### src/rtl/transaccion_multi_pkg.sv
// Shared encodings for the multi-transaction ATM session block:
// transaction types and controller states.
package transaccion_multi_pkg;

   typedef enum logic [1:0] {
      DEPOSITO = 2'b00,
      RETIRO   = 2'b01,
      CONSULTA = 2'b10,
      INVALIDO = 2'b11
   } tipo_t;

   typedef enum logic [2:0] {
      IDLE,
      CARGA,
      ESPERA,
      PROCESA,
      BLOQUEO
   } estado_t;

endpackage

### src/rtl/transaccion_multi_if.sv
// Session bus between the card reader/session controller (master)
// and the transaction block (slave).
interface transaccion_multi_if #(
   parameter int BAL_W   = 64,
   parameter int MONTO_W = 32,
   parameter int NT_W    = 3
);
   logic               tarjeta_recibida;
   logic [BAL_W-1:0]   balance_inicial;
   logic               trans_valida;
   logic [1:0]         tipo_trans;
   logic [MONTO_W-1:0] monto;
   logic               trans_lista;
   logic [BAL_W-1:0]   balance_actualizado;
   logic               balance_stb;
   logic               entregar_dinero;
   logic               fondos_insuficientes;
   logic               limite_excedido;
   logic               error_trans;
   logic [NT_W-1:0]    num_trans;

   modport master (
      output tarjeta_recibida, balance_inicial, trans_valida, tipo_trans, monto,
      input  trans_lista, balance_actualizado, balance_stb, entregar_dinero,
             fondos_insuficientes, limite_excedido, error_trans, num_trans
   );

   modport slave (
      input  tarjeta_recibida, balance_inicial, trans_valida, tipo_trans, monto,
      output trans_lista, balance_actualizado, balance_stb, entregar_dinero,
             fondos_insuficientes, limite_excedido, error_trans, num_trans
   );
endinterface

### src/rtl/transaccion_multi_alu.sv
// Combinational evaluation of one latched transaction: new balance,
// new withdrawn total and the outcome flags.
module transaccion_multi_alu
   import transaccion_multi_pkg::*;
#(
   parameter int               BAL_W         = 64,
   parameter int               MONTO_W       = 32,
   parameter logic [BAL_W-1:0] LIMITE_DIARIO = 500
) (
   input  tipo_t              tipo,
   input  logic [MONTO_W-1:0] monto,
   input  logic [BAL_W-1:0]   balance,
   input  logic [BAL_W-1:0]   retirado,
   output logic [BAL_W-1:0]   balance_next,
   output logic [BAL_W-1:0]   retirado_next,
   output logic               stb,
   output logic               entregar,
   output logic               fondos,
   output logic               limite,
   output logic               error
);
   logic [BAL_W-1:0] monto_ext;
   logic [BAL_W:0]   dep_sum;
   logic [BAL_W:0]   lim_sum;
   logic             monto_cero;

   assign monto_ext  = BAL_W'(monto);
   assign dep_sum    = {1'b0, balance} + {1'b0, monto_ext};
   assign lim_sum    = {1'b0, retirado} + {1'b0, monto_ext};
   assign monto_cero = (monto == '0);

   always_comb begin
      balance_next  = balance;
      retirado_next = retirado;
      stb           = 1'b0;
      entregar      = 1'b0;
      fondos        = 1'b0;
      limite        = 1'b0;
      error         = 1'b0;
      case (tipo)
         DEPOSITO: begin
            if (dep_sum[BAL_W] || monto_cero) begin
               error = 1'b1;
            end else begin
               balance_next = dep_sum[BAL_W-1:0];
               stb          = 1'b1;
            end
         end
         RETIRO: begin
            if (monto_cero) begin
               error = 1'b1;
            end else begin
               // Both refusal reasons are reported together when both apply.
               fondos = (monto_ext > balance);
               limite = (lim_sum > {1'b0, LIMITE_DIARIO});
               if (!fondos && !limite) begin
                  balance_next  = balance - monto_ext;
                  retirado_next = lim_sum[BAL_W-1:0];
                  entregar      = 1'b1;
                  stb           = 1'b1;
               end
            end
         end
         CONSULTA: stb   = 1'b1;
         default:  error = 1'b1;
      endcase
   end
endmodule

### src/rtl/transaccion_multi.sv
// Card-session controller: loads the balance, accepts up to MAX_TRANS
// handshaked transactions, then locks until the card is removed.
module transaccion_multi
   import transaccion_multi_pkg::*;
#(
   parameter int               BAL_W         = 64,
   parameter int               MONTO_W       = 32,
   parameter logic [BAL_W-1:0] LIMITE_DIARIO = 500,
   parameter int               MAX_TRANS     = 4,
   localparam int              NT_W          = $clog2(MAX_TRANS + 1)
) (
   input logic               clk,
   input logic               reset,
   transaccion_multi_if.slave bus
);
   estado_t            state_reg, state_next;
   tipo_t              tipo_reg;
   logic [MONTO_W-1:0] monto_reg;
   logic [BAL_W-1:0]   balance_reg, retirado_reg;
   logic [NT_W-1:0]    num_trans_reg;
   logic               stb_reg, entregar_reg, fondos_reg, limite_reg, error_reg;

   logic [BAL_W-1:0]   alu_balance, alu_retirado;
   logic               alu_stb, alu_entregar, alu_fondos, alu_limite, alu_error;
   logic               accept;

   transaccion_multi_alu #(
      .BAL_W         (BAL_W),
      .MONTO_W       (MONTO_W),
      .LIMITE_DIARIO (LIMITE_DIARIO)
   ) u_alu (
      .tipo          (tipo_reg),
      .monto         (monto_reg),
      .balance       (balance_reg),
      .retirado      (retirado_reg),
      .balance_next  (alu_balance),
      .retirado_next (alu_retirado),
      .stb           (alu_stb),
      .entregar      (alu_entregar),
      .fondos        (alu_fondos),
      .limite        (alu_limite),
      .error         (alu_error)
   );

   // Card removal outranks a simultaneous request.
   assign accept = (state_reg == ESPERA) && bus.tarjeta_recibida && bus.trans_valida;

   always_ff @(posedge clk or posedge reset) begin
      if (reset) state_reg <= IDLE;
      else       state_reg <= state_next;
   end

   always_comb begin
      state_next = state_reg;
      case (state_reg)
         IDLE:    if (bus.tarjeta_recibida) state_next = CARGA;
         CARGA:   state_next = ESPERA;
         ESPERA: begin
            if (!bus.tarjeta_recibida) state_next = IDLE;
            else if (bus.trans_valida) state_next = PROCESA;
         end
         PROCESA: state_next = (num_trans_reg == NT_W'(MAX_TRANS)) ? BLOQUEO : ESPERA;
         BLOQUEO: if (!bus.tarjeta_recibida) state_next = IDLE;
         default: state_next = IDLE;
      endcase
   end

   always_ff @(posedge clk or posedge reset) begin
      if (reset) begin
         tipo_reg      <= DEPOSITO;
         monto_reg     <= '0;
         balance_reg   <= '0;
         retirado_reg  <= '0;
         num_trans_reg <= '0;
         stb_reg       <= 1'b0;
         entregar_reg  <= 1'b0;
         fondos_reg    <= 1'b0;
         limite_reg    <= 1'b0;
         error_reg     <= 1'b0;
      end else begin
         stb_reg      <= 1'b0;
         entregar_reg <= 1'b0;
         fondos_reg   <= 1'b0;
         limite_reg   <= 1'b0;
         error_reg    <= 1'b0;
         case (state_reg)
            CARGA: begin
               balance_reg   <= bus.balance_inicial;
               retirado_reg  <= '0;
               num_trans_reg <= '0;
            end
            ESPERA: begin
               if (accept) begin
                  tipo_reg      <= tipo_t'(bus.tipo_trans);
                  monto_reg     <= bus.monto;
                  num_trans_reg <= num_trans_reg + 1'b1;
               end
            end
            PROCESA: begin
               balance_reg  <= alu_balance;
               retirado_reg <= alu_retirado;
               stb_reg      <= alu_stb;
               entregar_reg <= alu_entregar;
               fondos_reg   <= alu_fondos;
               limite_reg   <= alu_limite;
               error_reg    <= alu_error;
            end
            default: ;
         endcase
      end
   end

   assign bus.trans_lista          = (state_reg == ESPERA);
   assign bus.balance_actualizado  = balance_reg;
   assign bus.balance_stb          = stb_reg;
   assign bus.entregar_dinero      = entregar_reg;
   assign bus.fondos_insuficientes = fondos_reg;
   assign bus.limite_excedido      = limite_reg;
   assign bus.error_trans          = error_reg;
   assign bus.num_trans            = num_trans_reg;
endmodule

### src/flat_wrapper.sv
// flat-port wrapper written by rule: the top's interface ports become plain ports
module transaccion_multi_flat import transaccion_multi_pkg::*;
#(
   parameter int               BAL_W         = 64,
   parameter int               MONTO_W       = 32,
   parameter logic [BAL_W-1:0] LIMITE_DIARIO = 500,
   parameter int               MAX_TRANS     = 4,
   localparam int              NT_W          = $clog2(MAX_TRANS + 1)
)
  (clk, reset, bus_tarjeta_recibida, bus_balance_inicial, bus_trans_valida, bus_tipo_trans, bus_monto, bus_trans_lista, bus_balance_actualizado, bus_balance_stb, bus_entregar_dinero, bus_fondos_insuficientes, bus_limite_excedido, bus_error_trans, bus_num_trans);
  transaccion_multi_if #(.BAL_W(BAL_W), .MONTO_W(MONTO_W), .NT_W((3))) bus_i ();
  input logic clk;
  input logic reset;
  input wire logic [$bits(bus_i.tarjeta_recibida)-1:0] bus_tarjeta_recibida;
  input wire logic [$bits(bus_i.balance_inicial)-1:0] bus_balance_inicial;
  input wire logic [$bits(bus_i.trans_valida)-1:0] bus_trans_valida;
  input wire logic [$bits(bus_i.tipo_trans)-1:0] bus_tipo_trans;
  input wire logic [$bits(bus_i.monto)-1:0] bus_monto;
  output wire logic [$bits(bus_i.trans_lista)-1:0] bus_trans_lista;
  output wire logic [$bits(bus_i.balance_actualizado)-1:0] bus_balance_actualizado;
  output wire logic [$bits(bus_i.balance_stb)-1:0] bus_balance_stb;
  output wire logic [$bits(bus_i.entregar_dinero)-1:0] bus_entregar_dinero;
  output wire logic [$bits(bus_i.fondos_insuficientes)-1:0] bus_fondos_insuficientes;
  output wire logic [$bits(bus_i.limite_excedido)-1:0] bus_limite_excedido;
  output wire logic [$bits(bus_i.error_trans)-1:0] bus_error_trans;
  output wire logic [$bits(bus_i.num_trans)-1:0] bus_num_trans;
  assign bus_i.tarjeta_recibida = bus_tarjeta_recibida;
  assign bus_i.balance_inicial = bus_balance_inicial;
  assign bus_i.trans_valida = bus_trans_valida;
  assign bus_i.tipo_trans = bus_tipo_trans;
  assign bus_i.monto = bus_monto;
  assign bus_trans_lista = bus_i.trans_lista;
  assign bus_balance_actualizado = bus_i.balance_actualizado;
  assign bus_balance_stb = bus_i.balance_stb;
  assign bus_entregar_dinero = bus_i.entregar_dinero;
  assign bus_fondos_insuficientes = bus_i.fondos_insuficientes;
  assign bus_limite_excedido = bus_i.limite_excedido;
  assign bus_error_trans = bus_i.error_trans;
  assign bus_num_trans = bus_i.num_trans;
  transaccion_multi #(.BAL_W(BAL_W), .MONTO_W(MONTO_W), .LIMITE_DIARIO(LIMITE_DIARIO), .MAX_TRANS(MAX_TRANS)) u_core (.clk(clk), .reset(reset), .bus(bus_i));
endmodule
### config.mk
export PLATFORM = sky130hd
export DESIGN_NAME = transaccion_multi_flat
export DESIGN_NICKNAME = d
export VERILOG_FILES = /design/src/rtl/transaccion_multi_pkg.sv /design/src/rtl/transaccion_multi_if.sv /design/src/rtl/transaccion_multi_alu.sv /design/src/rtl/transaccion_multi.sv /design/src/flat_wrapper.sv
export SDC_FILE = /design/constraint.sdc
export NUM_CORES = 1
export LEC_CHECK = 0
export ABC_AREA = 0
export ABC_CLOCK_PERIOD_IN_PS = 7230
export CORE_ASPECT_RATIO = 1.75
export CORE_MARGIN = 2
export CORE_UTILIZATION = 52
export DETAILED_ROUTE_END_ITERATION = 8
export GPL_TIMING_DRIVEN = 1
export PLACE_DENSITY = 0.82
export SYNTH_ARGS = -nofsm -noshare
export SYNTH_HDL_FRONTEND = slang
export SYNTH_SLANG_ARGS = --single-unit
### constraint.sdc
create_clock -name clk -period 7.23 [get_ports clk]
set_input_delay 2.169 -clock clk [delete_from_list [all_inputs] [get_ports clk]]
set_output_delay 2.169 -clock clk [all_outputs]
set_load 0.05 [all_outputs]
==> impl_metrics.ini <==
[status]
status = completed

[timing]
relSlewSlack_pct = 22.6
min_period_ns = 5.81
fin_crit_sh_pct = 80.4
worstMarginPinSlew_ns = 1.15
rsz0062_at_grt = no
finalSetupViolations = 0
clock.fmax_mhz = 172
final_hold_viol_count = 0
fin_tns_setup_ns = 0
report.final.slew_viol_count = 0
fin_skew_ns = 0.0164
timing.final.ws_setup_ns = 1.42

[power_and_ir_drop]
peakVddDrop_v = 0.000337
power_leakage_uw = 0.00697
powerDensity_nw_per_um2 = 460
report.power.total_uw = 7840

[drt]
ant_nets = 0
vias_per_cell = 6.49
num_vias = 15051
wire_per_inst_microns = 23.7
drt-total-wl_mm = 54.9
drtIter0Drc = 1283
drc_errors = 0
first_pass_iters = 6

[layout]
nFillCells = 2503
final_util_pct = 61.2
final_nets = 2135
diodes = 0
drive_above_1_share_pct = 6.38
final_cell_mix = 174 x a21oi_1, 174 x clkdlybuf4s50_1, 173 x dfrtp_1, 168 x nand2_1, 153 x nor2_1
synthToLayoutAreaGrowth_pct = 16.1

[cts]
cts_tree = done
ctsResizeCount = 0
postCtsHoldBufs = 0
clock_sinks = 173
cts-buffers-inserted = 17
clock_latency_ns = 0.46
postCtsSetupRepairBufs = 0
cts_htree_levels = 4
cts.path.max_buffers = 2
clockRootBuffer = clkbuf_16
cts.reportedPaths.clkPinSlew_ns = 0.07

[worst_setup_path]
r2r-end = u_core.bus.balance_actualizado[29]$_DFFE_PP0P_
critical_path_class = flop to flop
crit_end = u_core.bus.balance_actualizado[29]$_DFFE_PP0P_
arrival_ns = 6.15
r2r-start = u_core.monto_reg[0]$_DFFE_PP0P_
worst-r2r-cell-count = 15
cp_max_fo = 17
reg2reg_slack_ns = 1.42
setup.worst_path.end_class = flop
start_kind = flop
worstSetupStartpoint = u_core.monto_reg[0]$_DFFE_PP0P_
cp.required_ns = 7.57

[die]
ios = 175
fp.dieW_microns = 131
die_h_microns = 226
core_sq_um = 27900
start_util_pct = 52.7
dieArea_sq_um = 29700
std_cell_rows = 81

[worst_hold_path]
min-delay-start = u_core.retirado_reg[28]$_DFFE_PP0P_
hold_class = flop to flop

[yosys]
synth_edf_count = 0
postSynthAreaPerCell_sq_um = 8.02
synth-seq-cells = 173
synth_ff_type = dfrtp_1
syn_inst = 1832
synth_nets = 2035
syn_area_sq_um = 14700
synth_cell_types = 100
yosysWarnings = 0
synthArstFlopShare_pct = 100
yosysSeqAreaShare_pct = 29.5

[global_route]
grt_max_degree = 93
antenna_found_initial = 1
grt.overflow.total = 0
grt_pass1_wl_mm = 83.6
grt_util_all_layers_pct = 37.4
grt_pass1_vias = 15009

[placement]
port_buffers = 174
post-place-ws_ns = 1.81
place_congestion = 1.06
place_hpwl_mm = 42.0

[run]
max-cap-violations = 0
worst max-delay path, stage by stage, from the launching register on:
cell	delay [ns]
dfrtp_1	0.47
ha_1	0.29
fa_1	0.47
a211oi_2	0.28
o21ai_1	0.23
a41oi_1	0.55
nor3_1	0.09
nor4_1	0.45
nand4_1	0.44
nor4_1	0.40
nand4b_1	0.19
nor2_4	0.24
a41oi_2	0.24
o21ai_2	0.67
buf_4	0.33
mux2_2	0.35
cell usage after synthesis (all sizes together) (15+ instances only):
| master | number | area (sq um) |
|---|---|---|
| nor2 | 155 | 589 |
| buf | 51 | 325 |
| nand2 | 172 | 658 |
| nand3 | 41 | 225 |
| or3 | 23 | 149 |
| dfrtp | 173 | 4330 |
| a211oi | 20 | 188 |
| and2 | 66 | 415 |
| nor3 | 78 | 415 |
| clkbuf | 54 | 204 |
| nand2b | 17 | 106 |
| o211ai | 33 | 298 |
| a21o | 26 | 195 |
| nor2b | 20 | 125 |
| o31ai | 15 | 126 |
| xnor2 | 36 | 315 |
| a31oi | 21 | 131 |
| ha | 98 | 1230 |
| o21ai | 159 | 815 |
| o21a | 17 | 128 |
| nor4 | 33 | 243 |
| a21oi | 180 | 923 |
| inv | 85 | 319 |
| nand4 | 41 | 272 |
| o21bai | 18 | 135 |
cell families (layout without fill, tap and decap cells):
logic type | after synthesis | in the layout | synth area share [%]
mux | 20 | 20 | 1.41
fa+ha+maj | 101 | 101 | 8.75
simple gates | 692 | 692 | 24.1
buf+inv | 191 | 304 | 5.80
xor+xnor | 50 | 50 | 2.98
flops | 173 | 173 | 29.5
compound gates | 605 | 605 | 27.5
power breakdown:
part	switching [uW]	leakage [uW]	internal, uW	total [uW]
Combinational	3310	0.00448	1830	5130
Sequential	528	0.00221	1250	1780
Clock	465	0.000280	469	934
Total	4300	0.00697	3540	7840
metrics by stage:
step / std cells / cell area (sq um) / hold WS [ns]
final: 2318 / 17100 / 0.496
after global routing: 2318 / 17100 / 0.509
after CTS: 2318 / 17100 / 0.498
after detailed placement: 2286 / 16500 / 0.478
after global placement: 2286 / 16500 / 0.475
after floorplan: 1832 / 14700 / 0.456
layer usage:
metal | vias up | share of wire [%] | wire length, microns | GRT usage (%)
li1 | 6898 | - | - | -
met1 | 7136 | 34 | 18900 | 38.7
met2 | 748 | 51 | 27900 | 65.0
met3 | 269 | 5.9 | 3250 | 7.27
met4 | 0 | 8.9 | 4890 | 29.0
met5 | - | 0 | 0 | 0
how the worst min path moves through the flow:
stage	end	slack [ns]	depth (start not counted)
finish	u_core.retirado_reg[28]$_DFFE_PP0P_	0.50	1
global placement	u_core.retirado_reg[23]$_DFFE_PP0P_	0.48	1
global route	u_core.retirado_reg[16]$_DFFE_PP0P_	0.51	1
CTS	u_core.retirado_reg[14]$_DFFE_PP0P_	0.50	1
detailed placement	u_core.retirado_reg[19]$_DFFE_PP0P_	0.48	1
floorplan	u_core.retirado_reg[4]$_DFFE_PP0P_	0.46	1
final cells by class:
class / count / area, sq um / share of cell area (%)
Tap cell: 373 / 467 / 2.73
Sequential cell: 173 / 4330 / 25.4
Multi-Input combinational cell: 1468 / 9530 / 55.8
Timing Repair Buffer: 186 / 1830 / 10.7
Inverter: 86 / 328 / 1.92
Clock inverter: 14 / 143 / 0.836
Clock buffer: 18 / 439 / 2.57
No activity file was read; power rests on OpenSTA's default activity.
